File: src/rtl/if_stage_pkg.sv
// if_stage_pkg: shared fetch-stage definitions (FSM encodings, NOP word, saturating increment)
package if_stage_pkg;

    typedef enum logic [1:0] {
        IF_IDLE = 2'd0,
        IF_REQ  = 2'd1,
        IF_WAIT = 2'd2,
        IF_HOLD = 2'd3
    } if_state_e;

    localparam logic [15:0] NOP_INSTR = 16'h0000;

    function automatic logic [15:0] sat_inc(input logic [15:0] c, input logic en);
        return (en && c != 16'hFFFF) ? c + 16'd1 : c;
    endfunction

endpackage

File: src/rtl/if_stage.sv
// if_stage: instruction fetch FSM, PC owner and IF/ID register; IF_PERF_CNT_EN adds perf counters
module if_stage
    import if_stage_pkg::*;
#(
    parameter logic [15:0] RESET_PC = 16'h0000,
    parameter logic [15:0] PC_INC   = 16'h0001
) (
    input  logic        clk,
    input  logic        rst,
    input  logic        stall,
    input  logic        redirect,
    input  logic [15:0] redirect_pc,
    output logic        imem_req,
    output logic [15:0] imem_addr,
    input  logic        imem_gnt,
    input  logic        imem_rvalid,
    input  logic [15:0] imem_rdata,
    output logic [15:0] id_instr,
    output logic [15:0] id_pc,
    output logic        id_valid
`ifdef IF_PERF_CNT_EN
    ,
    output logic [15:0] perf_fetch_cnt,
    output logic [15:0] perf_bubble_cnt,
    output logic [15:0] perf_drop_cnt
`endif
);

    if_state_e   state_q, state_d;
    logic [15:0] pc_q, pc_d;
    logic [15:0] id_instr_q, id_instr_d;
    logic [15:0] id_pc_q, id_pc_d;
    logic        id_valid_q, id_valid_d;
    logic        drop_q, drop_d;
    logic [15:0] hold_instr_q, hold_instr_d;
    logic [15:0] hold_pc_q, hold_pc_d;
    logic        load_new;
    logic [15:0] new_instr, new_pc;
    logic        keep_wait;

    assign imem_req  = state_q == IF_REQ;
    assign imem_addr = pc_q;
    assign id_instr  = id_instr_q;
    assign id_pc     = id_pc_q;
    assign id_valid  = id_valid_q;

    // A response that is still owed after a redirect must be swallowed, so stay in WAIT with drop set
    assign keep_wait = (state_q == IF_WAIT && !imem_rvalid) || (state_q == IF_REQ && imem_gnt);

    // Next-state: fetch sequencing, single-entry hold buffer, IF/ID load, redirect override
    always_comb begin
        state_d      = state_q;
        pc_d         = pc_q;
        drop_d       = drop_q;
        hold_instr_d = hold_instr_q;
        hold_pc_d    = hold_pc_q;
        id_instr_d   = id_instr_q;
        id_pc_d      = id_pc_q;
        id_valid_d   = id_valid_q;
        load_new     = 1'b0;
        new_instr    = NOP_INSTR;
        new_pc       = pc_q;
        case (state_q)
            IF_IDLE: state_d = IF_REQ;
            IF_REQ:  state_d = imem_gnt ? IF_WAIT : IF_REQ;
            IF_WAIT: begin
                if (imem_rvalid && drop_q) begin
                    drop_d  = 1'b0;
                    state_d = IF_REQ;
                end else if (imem_rvalid && !stall) begin
                    load_new  = 1'b1;
                    new_instr = imem_rdata;
                    pc_d      = pc_q + PC_INC;
                    state_d   = IF_REQ;
                end else if (imem_rvalid) begin
                    hold_instr_d = imem_rdata;
                    hold_pc_d    = pc_q;
                    pc_d         = pc_q + PC_INC;
                    state_d      = IF_HOLD;
                end
            end
            IF_HOLD: begin
                if (!stall) begin
                    load_new  = 1'b1;
                    new_instr = hold_instr_q;
                    new_pc    = hold_pc_q;
                    state_d   = IF_REQ;
                end
            end
            default: state_d = IF_IDLE;
        endcase
        if (!stall) begin
            id_instr_d = load_new ? new_instr : NOP_INSTR;
            id_pc_d    = load_new ? new_pc : pc_q;
            id_valid_d = load_new;
        end
        if (redirect) begin
            pc_d       = redirect_pc;
            id_instr_d = NOP_INSTR;
            id_pc_d    = pc_q;
            id_valid_d = 1'b0;
            state_d    = keep_wait ? IF_WAIT : IF_REQ;
            drop_d     = keep_wait;
        end
    end

    // State and pipeline registers
    always_ff @(posedge clk) begin
        if (rst) begin
            state_q      <= IF_IDLE;
            pc_q         <= RESET_PC;
            drop_q       <= 1'b0;
            hold_instr_q <= NOP_INSTR;
            hold_pc_q    <= 16'h0000;
            id_instr_q   <= NOP_INSTR;
            id_pc_q      <= 16'h0000;
            id_valid_q   <= 1'b0;
        end else begin
            state_q      <= state_d;
            pc_q         <= pc_d;
            drop_q       <= drop_d;
            hold_instr_q <= hold_instr_d;
            hold_pc_q    <= hold_pc_d;
            id_instr_q   <= id_instr_d;
            id_pc_q      <= id_pc_d;
            id_valid_q   <= id_valid_d;
        end
    end

`ifdef IF_PERF_CNT_EN
    logic [15:0] perf_fetch_q, perf_fetch_d;
    logic [15:0] perf_bubble_q, perf_bubble_d;
    logic [15:0] perf_drop_q, perf_drop_d;
    logic        if_load;

    assign if_load         = redirect || !stall;
    assign perf_fetch_cnt  = perf_fetch_q;
    assign perf_bubble_cnt = perf_bubble_q;
    assign perf_drop_cnt   = perf_drop_q;

    // Saturating event counters: IF/ID real loads, IF/ID bubble loads, discarded responses
    always_comb begin
        perf_fetch_d  = sat_inc(perf_fetch_q, if_load && id_valid_d);
        perf_bubble_d = sat_inc(perf_bubble_q, if_load && !id_valid_d);
        perf_drop_d   = sat_inc(perf_drop_q, state_q == IF_WAIT && imem_rvalid && (drop_q || redirect));
    end

    // Counter registers
    always_ff @(posedge clk) begin
        if (rst) begin
            perf_fetch_q  <= 16'h0000;
            perf_bubble_q <= 16'h0000;
            perf_drop_q   <= 16'h0000;
        end else begin
            perf_fetch_q  <= perf_fetch_d;
            perf_bubble_q <= perf_bubble_d;
            perf_drop_q   <= perf_drop_d;
        end
    end
`endif

endmodule
File: config.mk
export PLATFORM = sky130hd
export DESIGN_NAME = if_stage
export DESIGN_NICKNAME = d
export VERILOG_FILES = /design/src/rtl/if_stage_pkg.sv /design/src/rtl/if_stage.sv
export SDC_FILE = /design/constraint.sdc
export NUM_CORES = 1
export LEC_CHECK = 0
export ABC_AREA = 1
export ABC_CLOCK_PERIOD_IN_PS = 4300
export CAP_MARGIN = 20
export CELL_PAD_IN_SITES_DETAIL_PLACEMENT = 1
export CELL_PAD_IN_SITES_GLOBAL_PLACEMENT = 1
export CORE_MARGIN = 1.5
export CORE_UTILIZATION = 37
export CTS_BUF_LIST = sky130_fd_sc_hd__clkbuf_16
export CTS_CLUSTER_SIZE = 8
export DETAILED_ROUTE_END_ITERATION = 8
export GPL_ROUTABILITY_DRIVEN = 0
export PLACE_DENSITY = 0.84
export SLEW_MARGIN = 0
export SYNTH_ARGS = -nofsm -noshare
export SYNTH_HDL_FRONTEND = slang
export SYNTH_SLANG_ARGS = --single-unit
export TNS_END_PERCENT = 20
File: constraint.sdc
create_clock -name clk -period 4.3 [get_ports clk]
set_input_delay 0.86 -clock clk [delete_from_list [all_inputs] [get_ports clk]]
set_output_delay 0.86 -clock clk [all_outputs]
set_load 0.02 [all_outputs]
Word level (Yosys, flattened, before mapping)
Cells that the tools add are included.
{"block": "totals", "out_inout_bits": 50, "word_cells": 62, "romBits": 0, "n_memories": 0, "inputBits": 38, "latch_bits": 0, "ram_bits": 0, "register_bits": 84}
{"block": "op_classes", "n_reduce_logical": 16, "n_lt_le_gt_ge": 0, "n_eq_ne": 7, "n_shift": 0, "bitwise_logic": 2, "div_mod_pow": 0, "n_mux": 28, "addsub": 1, "multipliers": 0}
{"op": "$mux W16", "count": 12}
{"op": "$pmux W16 S2", "count": 1}
{"op": "$add A16 B1 Y16 const B", "count": 1}
{"op": "$mux W2", "count": 7}
{"op": "$pmux W2 S4", "count": 1}
{"op": "$mux W1", "count": 6}
{"op": "$ne A5 B3 Y1 const B", "count": 1}
{"op": "$eq A2 B2 Y1 const B", "count": 2}
{"op": "$logic_and A1 B1 Y1", "count": 4}
{"op": "$reduce_and A2 Y1", "count": 2}
{"op": "$reduce_and A4 Y1", "count": 1}
{"op": "$reduce_bool A2 Y1", "count": 2}
{"op": "$ne A3 B3 Y1 const B", "count": 1}
{"op": "$reduce_and A3 Y1", "count": 1}
{"op": "$reduce_bool A3 Y1", "count": 1}
{"op": "$eq A2 B1 Y1 const B", "count": 1}
{"op": "$logic_not A1 Y1", "count": 2}
{"op": "$logic_not A2 Y1", "count": 1}
{"op": "$ne A2 B1 Y1 const B", "count": 1}
{"op": "$ne A2 B2 Y1 const B", "count": 1}
{"op": "$not A1 Y1", "count": 2}
{"op": "$pmux W1 S2", "count": 1}
{"op": "$reduce_or A2 Y1", "count": 1}
{"op": "$logic_or A1 B1 Y1", "count": 1}

Logic depth before layout (Yosys ltp)
{"block": "logic_depth", "ltp_word": 8, "ltp_mapped": 10, "depth_no_buf": 10}

Least setup slack after synthesis
No wires, ideal clock.
{"block": "synth_path", "path_kind": "input -> register", "from": "input port redirect", "to": "register id_pc_q[1] (netlist: id_pc[1])", "n_path_buf": 1, "cell_stages": 6, "setup_ps": 128, "arrival_time_ps": 1763, "t_required_ps": 4172, "slack_ps": 2409, "cell_sequence": "buf_4 -> clkinv_1 -> nand2_1 -> inv_1 -> a221oi_1 -> nor2_1"}
{"block": "synth_via", "elab_chain_cells": 1, "elab_cells_between_ends": 2, "cone_classes": "eq/ne: 1; mux: 1"}
{"item": "start: declaration", "line": "if_stage.sv:11", "source": "input logic redirect,"}
{"item": "$ne A2 B1 Y1 (no source line) or $mux W16 (tied branches)"}
{"item": "end signal: assignment", "line": "if_stage.sv:125", "source": "id_pc_q <= id_pc_d;"}
{"item": "end: declaration", "line": "if_stage.sv:32", "source": "logic [15:0] id_pc_q, id_pc_d;"}
Parallel ways exist; a longest one is shown, timed or not.
A chain may end at the register's enable or synchronous reset.

Final worst setup path
{"block": "layout_path", "from": "input port redirect", "to": "register id_pc_q[4] (netlist: id_pc[4])"}
Same word-level chain as after synthesis.

==> key figures <==
Status
  – Run status: complete, no violations

CTS
  – CTS H-tree depth: 3
  – # hold bufs at CTS: 0
  – Resize count post-CTS: 0
  – Total CTS buffers: 9
  – Worst-path clk slew: approximately 0.070 ns
  – Root Driver: clkbuf_16
  – Clock sinks: 84
  – Bufs on Longest Clock Path: 2
  – Worst-skew pair later-pin latency: around 0.34 ns
  – Post-CTS Setup Inserts: 0
  – CTS tree: built

Route
  – Pre-Repair DR Iteration Count: 4
  – Drt wl/cell: between 15 and 20 microns
  – Routed via count: 3969
  – Residual DRC count: 0
  – WL final: ~12 mm
  – DR vias/cell: around 5.3
  – Final antenna-violating net count: 0
  – 1st-iter DRT viols: 155

Yosys
  – Post-synthesis sequential area ratio: between 40% and 50%
  – Simple-gate area share of the yosys netlist: about 27%
  – Async SR Flop Fraction: 0%
  – Syn Area/Cell: 7.10 sq um
  – Largest family of logic cells by synthesized area: simple AND/OR/NAND/NOR gates
  – Yosys top cell by area: dfxtp_1
  – EDFF count, synth: 0
  – Gate Count Post-Synth: 540
  – Warnings from Yosys: 0
  – Top post-synthesis cells by area: dfxtp_1 44%, nand2_1 14%, a21oi_1 8.1%
  – Main synth FF type: dfxtp_1
  – Number of synthesized register bits: 84
  – Post-synthesis mux area share: 0%
  – Syn nets: around 580
  – Synth top area share: roughly 44%
  – Count leader, synth: nand2_1
  – Synth Area in Compound Gates: roughly a fifth
  – Top cells by count, synth: 140 x nand2_1, 84 x dfxtp_1, 62 x a21oi_1
  – Mapped Area: ~0.0038 sq mm
  – Post-Synth XOR/XNOR Area: under 10%
  – Synth Area in Adders: between 1 and 1.5%
  – Synth cell types: 25

Timing
  – Final setup margin: ~1.2 ns
  – Setup violations, final: 0
  – Fmax: roughly 0.32 GHz
  – Hold Vio Cnt, Final: 0
  – Max-slew headroom: a little over two fifths
  – Pins Over Slew Limit: 0
  – Total Neg Setup Slack: 0 ns
  – Clock skew: 0.00931 ns
  – Final min period: between 3 and 4 ns
  – Least-Margin Pin Slew: 0.859 ns
  – Period utilisation layout: a little over 70%
  – RSZ-0062 raised after global routing: no

Layout
  – NumNets Final: ~660
  – Number of diodes: 0
  – Area of the multi-input gates: ~0.0018 sq mm
  – Final design area excluding fillers: 0.00508 sq mm
  – Share of cells above drive strength 1: between 4 and 5%
  – FILL cells: 1292
  – P&R area growth vs syn: 32.5%
  – Reg area: between 0.0015 and 0.002 sq mm

Die
  – # rows: 36
  – Die area: roughly 0.011 sq mm
  – Die width: around 100 microns
  – DIE HEIGHT: 105 microns
  – Core area: between 0.009 and 0.01 sq mm
  – IO Count: 88
  – Initial Utilization: a little under 40%

Critical path
  – CP required: ~4.5 ns
  – Crit. End Element: register
  – CP Class: input port to register
  – Crit start category: input port
  – Slack of the worst reg-to-reg path: approximately 2.1 ns
  – Crit Path Max Fanout: 17
  – Worst EP arrival: roughly 3.4 ns

GRT
  – Tot GR Track Use: between 20% and 30%
  – Vias in the first global route: approximately 4000
  – Initial antenna violation count: 0
  – First-pass GRT wire length: ~20 mm
  – Total grt overflow: 0
  – Largest net degree at the start of global routing: 49

Pwr
  – P per Cell Area: ~360 mW/mm^2
  – Pleak: about 1.7 nW
  – Max VDD drop: 0.000161 V

Place
  – HPWL Detailed: ~8.3 mm
  – Pre-CTS setup slack: 0.877 ns
  – Input/output buffers: 87
  – DP Area: ~0.0048 sq mm

Job
  – Max Cap Violations: 0

Min path
  – Worst Hold Class: register to register
[path summary, 6_finish.rpt]
path,from,to,depth (start not counted)
worst max-delay path,redirect,id_pc[4],6
worst min-delay path,hold_instr_q[9],hold_instr_q[9],2
worst max register to register,state_q[0],hold_instr_q[6],8
worst min register to register,hold_instr_q[9],hold_instr_q[9],2
[cell type report]
type                       count  share of cell area, %
timing repair buffer          94                   18.2
tap                          133                   3.28
clock buffer                   9                   4.43
inverter                      46                   3.40
sequential                    84                   33.1
clock inverter                 7                   1.36
multi-input combinational    379                   36.2
[critical path, cell delays in order]
cell and delay, ns:
clkdlybuf4s50_1 0.92, clkinv_1 0.20, nand2_1 0.48, inv_1 0.42, a221oi_1 0.39, nor2_1 0.06
[logic make-up after synthesis]
| group | count (synthesis) |
|---|---|
| and+or+nand+nor | 236 |
| AOI/OAI and AO/OA | 134 |
| DFF | 84 |
| buffers and inverters | 77 |
| xor gates and xnor gates | 5 |
| adders and majority gates | 4 |
[power by group]
group	total, W	internal [W]	switching [W]
Sequential	0.000829	0.000799	0.0000302
Clock	0.000775	0.000448	0.000327
Combinational	0.000201	0.0000885	0.000113
Total	0.00181	0.00134	0.000470
[layer usage]
metal / GRT usage [%] / wire length, microns / vias to the layer above
met2: 39.0 / 6250 / 85
met5: 0 / 0 / -
met1: 29.1 / 5550 / 1943
li1: - / - / 1934
met3: 3.12 / 422 / 7
met4: 6.07 / 123 / 0
[registers in the layout (all words and copies together), names as in the netlist]
name,flops
drop_q,1
hold_instr_q,16
hold_pc_q,16
id_instr,16
id_pc,16
id_valid,1
imem_addr,16
state_q,2
[metrics by stage]
stage                     total power (W)  utilization [%]  hold slack [ns]  instances
after floorplan                  0.000940                -            0.424        540
after global placement            0.00104             48.3            0.435        736
after detailed placement          0.00105             48.3            0.445        736
after CTS                         0.00181             51.2            0.454        752
after global routing              0.00186             51.2            0.466        752
final                             0.00181             51.2            0.454        752
[cell usage in the layout, fill, tap and decap left out, drive strengths merged]
cell type,n
dfxtp,84
a31oi,18
buf,7
clkinv,6
nand3,48
a21oi,63
o21ai,50
ha,4
nor2,28
xor2,5
a221oi,2
nand3b,14
or2,2
nand2,140
clkdlybuf4s50,87
nand4,2
inv,45
clkbuf,9
nor3,2
a22oi,1
bufinv,1
clkinvlp,1
Power figures use the tool's default switching activity.
